<file path="config.mk">
export PLATFORM = sky130hd
export DESIGN_NAME = dc_stage_flat
export DESIGN_NICKNAME = d
export VERILOG_FILES = /design/src/rtl/dc_stage_if.sv /design/src/rtl/dc_stage.sv /design/src/flat_wrapper.sv
export SDC_FILE = /design/constraint.sdc
export NUM_CORES = 1
export LEC_CHECK = 0
export CAP_MARGIN = 20
export CORE_MARGIN = 3
export CORE_UTILIZATION = 46
export DETAILED_ROUTE_END_ITERATION = 6
export PLACE_DENSITY_LB_ADDON = 0.25
export SETUP_SLACK_MARGIN = 0.2
export SYNTH_ARGS = -nofsm -noshare
export SYNTH_HDL_FRONTEND = slang
export SYNTH_SLANG_ARGS = --single-unit
</file>
<file path="constraint.sdc">
create_clock -name clk -period 3.4 [get_ports clk]
set_input_delay 0.85 -clock clk [delete_from_list [all_inputs] [get_ports clk]]
set_output_delay 0.85 -clock clk [all_outputs]
set_load 0.02 [all_outputs]
</file>
<file path="src/rtl/dc_stage_if.sv">
// Bus bundle between the data-cache (memory) stage and its neighbours:
// EX request bus, SRAM read data, WB bus, bypass port and load-stall request.
interface dc_stage_if;
   logic [75:0] ex_to_dc_bus;
   logic [31:0] data_sram_rdata;
   logic [69:0] dc_to_wb_bus;
   logic        fwd_we;
   logic [4:0]  fwd_waddr;
   logic [31:0] fwd_wdata;
   logic        stallreq_load;

   modport master (
      output ex_to_dc_bus,
      output data_sram_rdata,
      input  dc_to_wb_bus,
      input  fwd_we,
      input  fwd_waddr,
      input  fwd_wdata,
      input  stallreq_load
   );

   modport slave (
      input  ex_to_dc_bus,
      input  data_sram_rdata,
      output dc_to_wb_bus,
      output fwd_we,
      output fwd_waddr,
      output fwd_wdata,
      output stallreq_load
   );
endinterface

</file>
<file path="src/rtl/dc_stage.sv">
// Memory (DC) pipeline stage: registers the EX bus, selects load data or ALU
// result for write-back, and keeps SRAM read data alive across stalls.
module dc_stage (
   input  logic        clk,
   input  logic        rst,
   input  logic        flush,
   input  logic [5:0]  stall,
   dc_stage_if.slave   dc_if
);

   logic [31:0] pc_r;
   logic        data_ram_en_r;
   logic [3:0]  data_ram_wen_r;
   logic        sel_rf_res_r;
   logic        rf_we_r;
   logic [4:0]  rf_waddr_r;
   logic [31:0] alu_result_r;

   logic        first;
   logic        hold_valid;
   logic [31:0] rdata_hold;

   logic        stall_in;
   logic        stall_wb;
   logic        is_load;
   logic [31:0] load_data;
   logic [31:0] rf_wdata;
   logic        unused_stall;

   assign stall_in     = stall[4];
   assign stall_wb     = stall[5];
   assign unused_stall = ^stall[3:0];

   assign is_load = data_ram_en_r && (data_ram_wen_r == 4'b0000) && sel_rf_res_r;

   always_ff @(posedge clk) begin
      if (rst) begin
         pc_r           <= '0;
         data_ram_en_r  <= 1'b0;
         data_ram_wen_r <= '0;
         sel_rf_res_r   <= 1'b0;
         rf_we_r        <= 1'b0;
         rf_waddr_r     <= '0;
         alu_result_r   <= '0;
         first          <= 1'b0;
         hold_valid     <= 1'b0;
         rdata_hold     <= '0;
      end else if (flush || (stall_in && !stall_wb)) begin
         // squash or bubble: downstream keeps moving, this stage empties
         pc_r           <= '0;
         data_ram_en_r  <= 1'b0;
         data_ram_wen_r <= '0;
         sel_rf_res_r   <= 1'b0;
         rf_we_r        <= 1'b0;
         rf_waddr_r     <= '0;
         alu_result_r   <= '0;
         first          <= 1'b0;
         hold_valid     <= 1'b0;
      end else if (!stall_in) begin
         pc_r           <= dc_if.ex_to_dc_bus[75:44];
         data_ram_en_r  <= dc_if.ex_to_dc_bus[43];
         data_ram_wen_r <= dc_if.ex_to_dc_bus[42:39];
         sel_rf_res_r   <= dc_if.ex_to_dc_bus[38];
         rf_we_r        <= dc_if.ex_to_dc_bus[37];
         rf_waddr_r     <= dc_if.ex_to_dc_bus[36:32];
         alu_result_r   <= dc_if.ex_to_dc_bus[31:0];
         first          <= 1'b1;
         hold_valid     <= 1'b0;
      end else begin
         first <= 1'b0;
         // SRAM data is only valid in the first cycle; keep it for the stall
         if (first && is_load) begin
            rdata_hold <= dc_if.data_sram_rdata;
            hold_valid <= 1'b1;
         end
      end
   end

   assign load_data = hold_valid ? rdata_hold : dc_if.data_sram_rdata;
   assign rf_wdata  = sel_rf_res_r ? load_data : alu_result_r;

   assign dc_if.dc_to_wb_bus  = {pc_r, rf_we_r, rf_waddr_r, rf_wdata};
   assign dc_if.fwd_we        = rf_we_r && (rf_waddr_r != 5'd0);
   assign dc_if.fwd_waddr     = rf_waddr_r;
   assign dc_if.fwd_wdata     = rf_wdata;
   assign dc_if.stallreq_load = is_load && rf_we_r && !first && !hold_valid;

endmodule

</file>
<file path="src/flat_wrapper.sv">
// flat-port wrapper written by rule: the top's interface ports become plain ports
module dc_stage_flat 
  (clk, rst, flush, stall, dc_if_ex_to_dc_bus, dc_if_data_sram_rdata, dc_if_dc_to_wb_bus, dc_if_fwd_we, dc_if_fwd_waddr, dc_if_fwd_wdata, dc_if_stallreq_load);
  dc_stage_if dc_if_i ();
  input  logic clk;
  input  logic rst;
  input  logic flush;
  input  logic [5:0] stall;
  input wire logic [$bits(dc_if_i.ex_to_dc_bus)-1:0] dc_if_ex_to_dc_bus;
  input wire logic [$bits(dc_if_i.data_sram_rdata)-1:0] dc_if_data_sram_rdata;
  output wire logic [$bits(dc_if_i.dc_to_wb_bus)-1:0] dc_if_dc_to_wb_bus;
  output wire logic [$bits(dc_if_i.fwd_we)-1:0] dc_if_fwd_we;
  output wire logic [$bits(dc_if_i.fwd_waddr)-1:0] dc_if_fwd_waddr;
  output wire logic [$bits(dc_if_i.fwd_wdata)-1:0] dc_if_fwd_wdata;
  output wire logic [$bits(dc_if_i.stallreq_load)-1:0] dc_if_stallreq_load;
  assign dc_if_i.ex_to_dc_bus = dc_if_ex_to_dc_bus;
  assign dc_if_i.data_sram_rdata = dc_if_data_sram_rdata;
  assign dc_if_dc_to_wb_bus = dc_if_i.dc_to_wb_bus;
  assign dc_if_fwd_we = dc_if_i.fwd_we;
  assign dc_if_fwd_waddr = dc_if_i.fwd_waddr;
  assign dc_if_fwd_wdata = dc_if_i.fwd_wdata;
  assign dc_if_stallreq_load = dc_if_i.stallreq_load;
  dc_stage u_core (.clk(clk), .rst(rst), .flush(flush), .stall(stall), .dc_if(dc_if_i));
endmodule
</file>
Word-level counts from Yosys, hierarchy flattened:

Cells that the tools add are included.
W data, S select, Z words.

* output and inout port bits: 109
* word-level logic and storage cells: 32
* register bits after elaboration: 110

* multiplexer cells: 3
* bitwise operators: 2
* reductions and logical operators: 17

Operators with widths (number)
* $mux W32: 2
* $logic_and A1 B1 Y1: 8
* $reduce_bool A5 Y1: 1
* $logic_not A4 Y1: 1
* $logic_not A1 Y1: 3
* $reduce_and A3 Y1: 1
* $reduce_or A3 Y1: 1
* $not A1 Y1: 2
* $reduce_or A2 Y1: 1
* $logic_or A1 B1 Y1: 1
* $mux W1: 1

Depth between registers and ports, before layout:

* depth in word-level cells: 6
* mapped depth: 6
* depth with buffers taken out: 3

Least setup slack after synthesis:

OpenSTA, ideal clock, no wires.

* path kind: register to output
* start point: register u_core.hold_valid
* end point: output port dc_if_fwd_wdata[21]
* data arrival time: 1570 ps
* required time: 2550 ps
* path buffers: 3
* stages on the path, launching flop included: 6
* setup slack: 980 ps
* path through: dfxtp_1 > clkbuf_1 > buf_2 > mux2i_1 > a21oi_1 > buf_4

* cells in the longest elaborated chain, start to end: 2

Ends and longest elaborated chain
* start: declaration: RTL line dc_stage.sv:20 `logic hold_valid;`
* start signal: assignment: RTL line dc_stage.sv:46 `hold_valid <= 1'b0;`
* start signal: assignment: RTL line dc_stage.sv:58 `hold_valid <= 1'b0;`
* start signal: assignment: RTL line dc_stage.sv:68 `hold_valid <= 1'b0;`
* $mux W32: RTL line dc_stage.sv:79 `assign load_data = hold_valid ? rdata_hold : dc_if.data_sram_rdata;`
* $mux W32: RTL line dc_stage.sv:80 `assign rf_wdata = sel_rf_res_r ? load_data : alu_result_r;`
* end: declaration: RTL line flat_wrapper.sv:14 `output wire logic [$bits(dc_if_i.fwd_wdata)-1:0] dc_if_fwd_wdata;`

Every way passes these cells.

Worst setup path in the final report:

* start point: input port dc_if_data_sram_rdata[5]
* end point: output port dc_if_fwd_wdata[5]

* cells in the longest elaborated chain, start to end: 2

Ends and longest elaborated chain
* start: declaration: RTL line flat_wrapper.sv:10 `input wire logic [$bits(dc_if_i.data_sram_rdata)-1:0] dc_if_data_sram_rdata;`
* $mux W32: RTL line dc_stage.sv:79
* $mux W32: RTL line dc_stage.sv:80

Every way passes these cells.

==> metrics.txt <==
status completed; H-tree levels 3; Hold Crit Class flop to flop; gr usage total a little over a fifth; critical path class input port to primary output; chip height ~110 um; period utilization between 90% and 100%; warnings from Yosys 0; Tot Pwr roughly 0.0026 W; std cell rows 38; post-DR wirelength/cell around 16 um; die width between 100 and 150 um; worst vdd ir 0.177 mV; largest net degree at the start of global routing 46; Cells after Synth 545; GPL Wtd Cong between 0.7 and 0.8; Syn-to-layout area delta 43.3%; vias in the first global route roughly 4300; First-pass DRT Iterations 4; commonest cells after routing, fill and taps aside clkdlybuf4s50_1, mux2i_1, nor2_1, dfxtp_1, nand2b_1; max_slew headroom between 50% and 60%; post-DR vias/cell 4.94; TritonCTS clock tree yes; Vias around 4200; critical path data arrival time between 2000 and 2500 ps; CTS Buf Count 9; CP top delay family buffers and inverters; post-synthesis sequential area ratio a little over two fifths; nets between 800 and 900; # diodes 0; CP Launch Type input port; cell area power density around 350 nW/um2; dpl hpwl roughly 10000 um; CP cell instances clkdlybuf4s50_1 > mux2i_1 > a21oi_1 > clkdlybuf4s50_1; Crit-path slowest cell clkdlybuf4s50_1; hold-fix buffers at CTS 0; WP buf/inv 2; Slew Viols, Final 0; CTS Sinks 110; initial antenna violation count 0; ratio of cells with drive above 1 in the final layout under 10%; endpoints failing setup 0; DR iter-0 viols between 150 and 200; fin crit period roughly 3100 ps; Buffers on Ports between 200 and 250; CORE AREA about 11000 um2; syn avg cell area 9.45 um2; Netlist cell types 20; Post-Layout Inst Area between 7000 and 8000 um2; worst slew pin tran between 700 and 800 ps; Detail Route Antenna Nets 0; post-CTS setup buffers 0; critical path peak fanout 2; Max Cap Violations 0; flop and latch count out of synthesis 110; crit end category primary output; I/O Pins 226; RSZ-0062 raised after global routing false; top achievable clock speed 318 MHz; synthesized net count roughly 660; clk buf depth 2; most common cell after layout, fill and taps aside clkdlybuf4s50_1; Post-Syn Area slightly above 5000 um2; drt drc 0; total negative slack 0 ps; Final Hold Fails 0; Starting Density roughly 47%; Worst-path clk slew about 100 ps; CP required roughly 2600 ps; die area 12500 um2; critical path's most frequent cell clkdlybuf4s50_1; grt ovf 0; Skew-Pair Late Insertion Delay 360 ps; Clk Tree Root Cell clkbuf_8; dpl cell area between 7000 and 8000 um2; first-pass GRT wire length ~22000 um; Worst Clk Skew 9.44 ps; max incr delay on CP approximately 660 ps; final WL about 13000 um; leak pwr between 3 and 4 nW
==> routing by layer <==
metal | track usage (%) | up-vias | routed length, um
li1 | - | 2094 | -
met1 | 24.5 | 1955 | 5430
met2 | 36.5 | 154 | 6580
met3 | 7.17 | 18 | 1130
met4 | 8.19 | 0 | 301
met5 | 0 | - | 0
==> report_power, final <==
| group | internal (W) | switching, W |
|---|---|---|
| Clock | 0.000381 | 0.000418 |
| Combinational | 0.000274 | 0.000211 |
| Sequential | 0.00131 | 0.0000177 |
==> sequential cells by signal, indices dropped and copies added, names as in the netlist <==
signal and cells:
u_core.alu_result_r 32, u_core.data_ram_en_r 1, u_core.data_ram_wen_r 4, u_core.dc_if.fwd_waddr 5, u_core.first 1, u_core.hold_valid 1
u_core.pc_r 32, u_core.rdata_hold 32, u_core.rf_we_r 1, u_core.sel_rf_res_r 1
==> cell usage after synthesis <==
library cell	number	area share (%)
dfxtp_1	110	43
o21ai_1	1	0.097
nand2b_1	64	7.8
mux2i_1	140	27
o21a_1	1	0.15
a21oi_1	32	3.1
and4_1	1	0.17
or4_1	1	0.15
buf_4	41	6.0
nor2_1	111	8.1
buf_6	4	0.87
clkbuf_1	19	1.4
buf_2	13	1.3
and3_1	1	0.12
inv_2	1	0.073
a31oi_1	1	0.12
nor4_1	1	0.12
and4b_1	1	0.19
and4bb_1	1	0.24
and3b_1	1	0.17
==> area by class of cell <==
cell class                 instances  area, um2
clock buffer                      13        159
clock inverter                     3       42.5
fill                             858       3500
sequential                       110       2210
timing repair buffer             231       2330
inverter                           1       3.75
multi-input combinational        357       2470
tap                              140        175
==> stage by stage <==
stage               hold WS, ps  util [%]  instances  worst slack [ps]
floorplan                   448         -        545               980
global placement            458      65.7        839               183
detailed placement          463      65.7        839               180
CTS                         482      67.5        855               223
global route                503      67.8        855               202
finish                      480      67.8        855               258
==> worst paths after layout <==
path	end	startpoint	cells after the start	slack [ps]
setup reg to reg	u_core.rdata_hold[20]	u_core.sel_rf_res_r	4	1430
hold reg to reg	u_core.rdata_hold[28]	u_core.rdata_hold[28]	2	480
setup / recovery	dc_if_fwd_wdata[5]	dc_if_data_sram_rdata[5]	4	260
hold / removal	u_core.rdata_hold[28]	u_core.rdata_hold[28]	2	480
==> worst register-to-register path: cells and delay by family, from the launching register on <==
kind / cells / cell delay (ps)
flops: 1 / 620
simple gates: 2 / 520
buf+inv: 1 / 460
mux: 1 / 300
==> kinds of logic after synthesis <==
family | share of synthesized area, %
simple gates | 17.0
mux | 27.2
buf+inv | 9.57
compound gates | 3.47
flops | 42.7
==> timing repair <==
item	in CTS	in global routing
resized for setup	5	14
pin swaps	0	0
endpoints found under the setup margin	7	15
No activity file was read; power rests on OpenSTA's default activity.
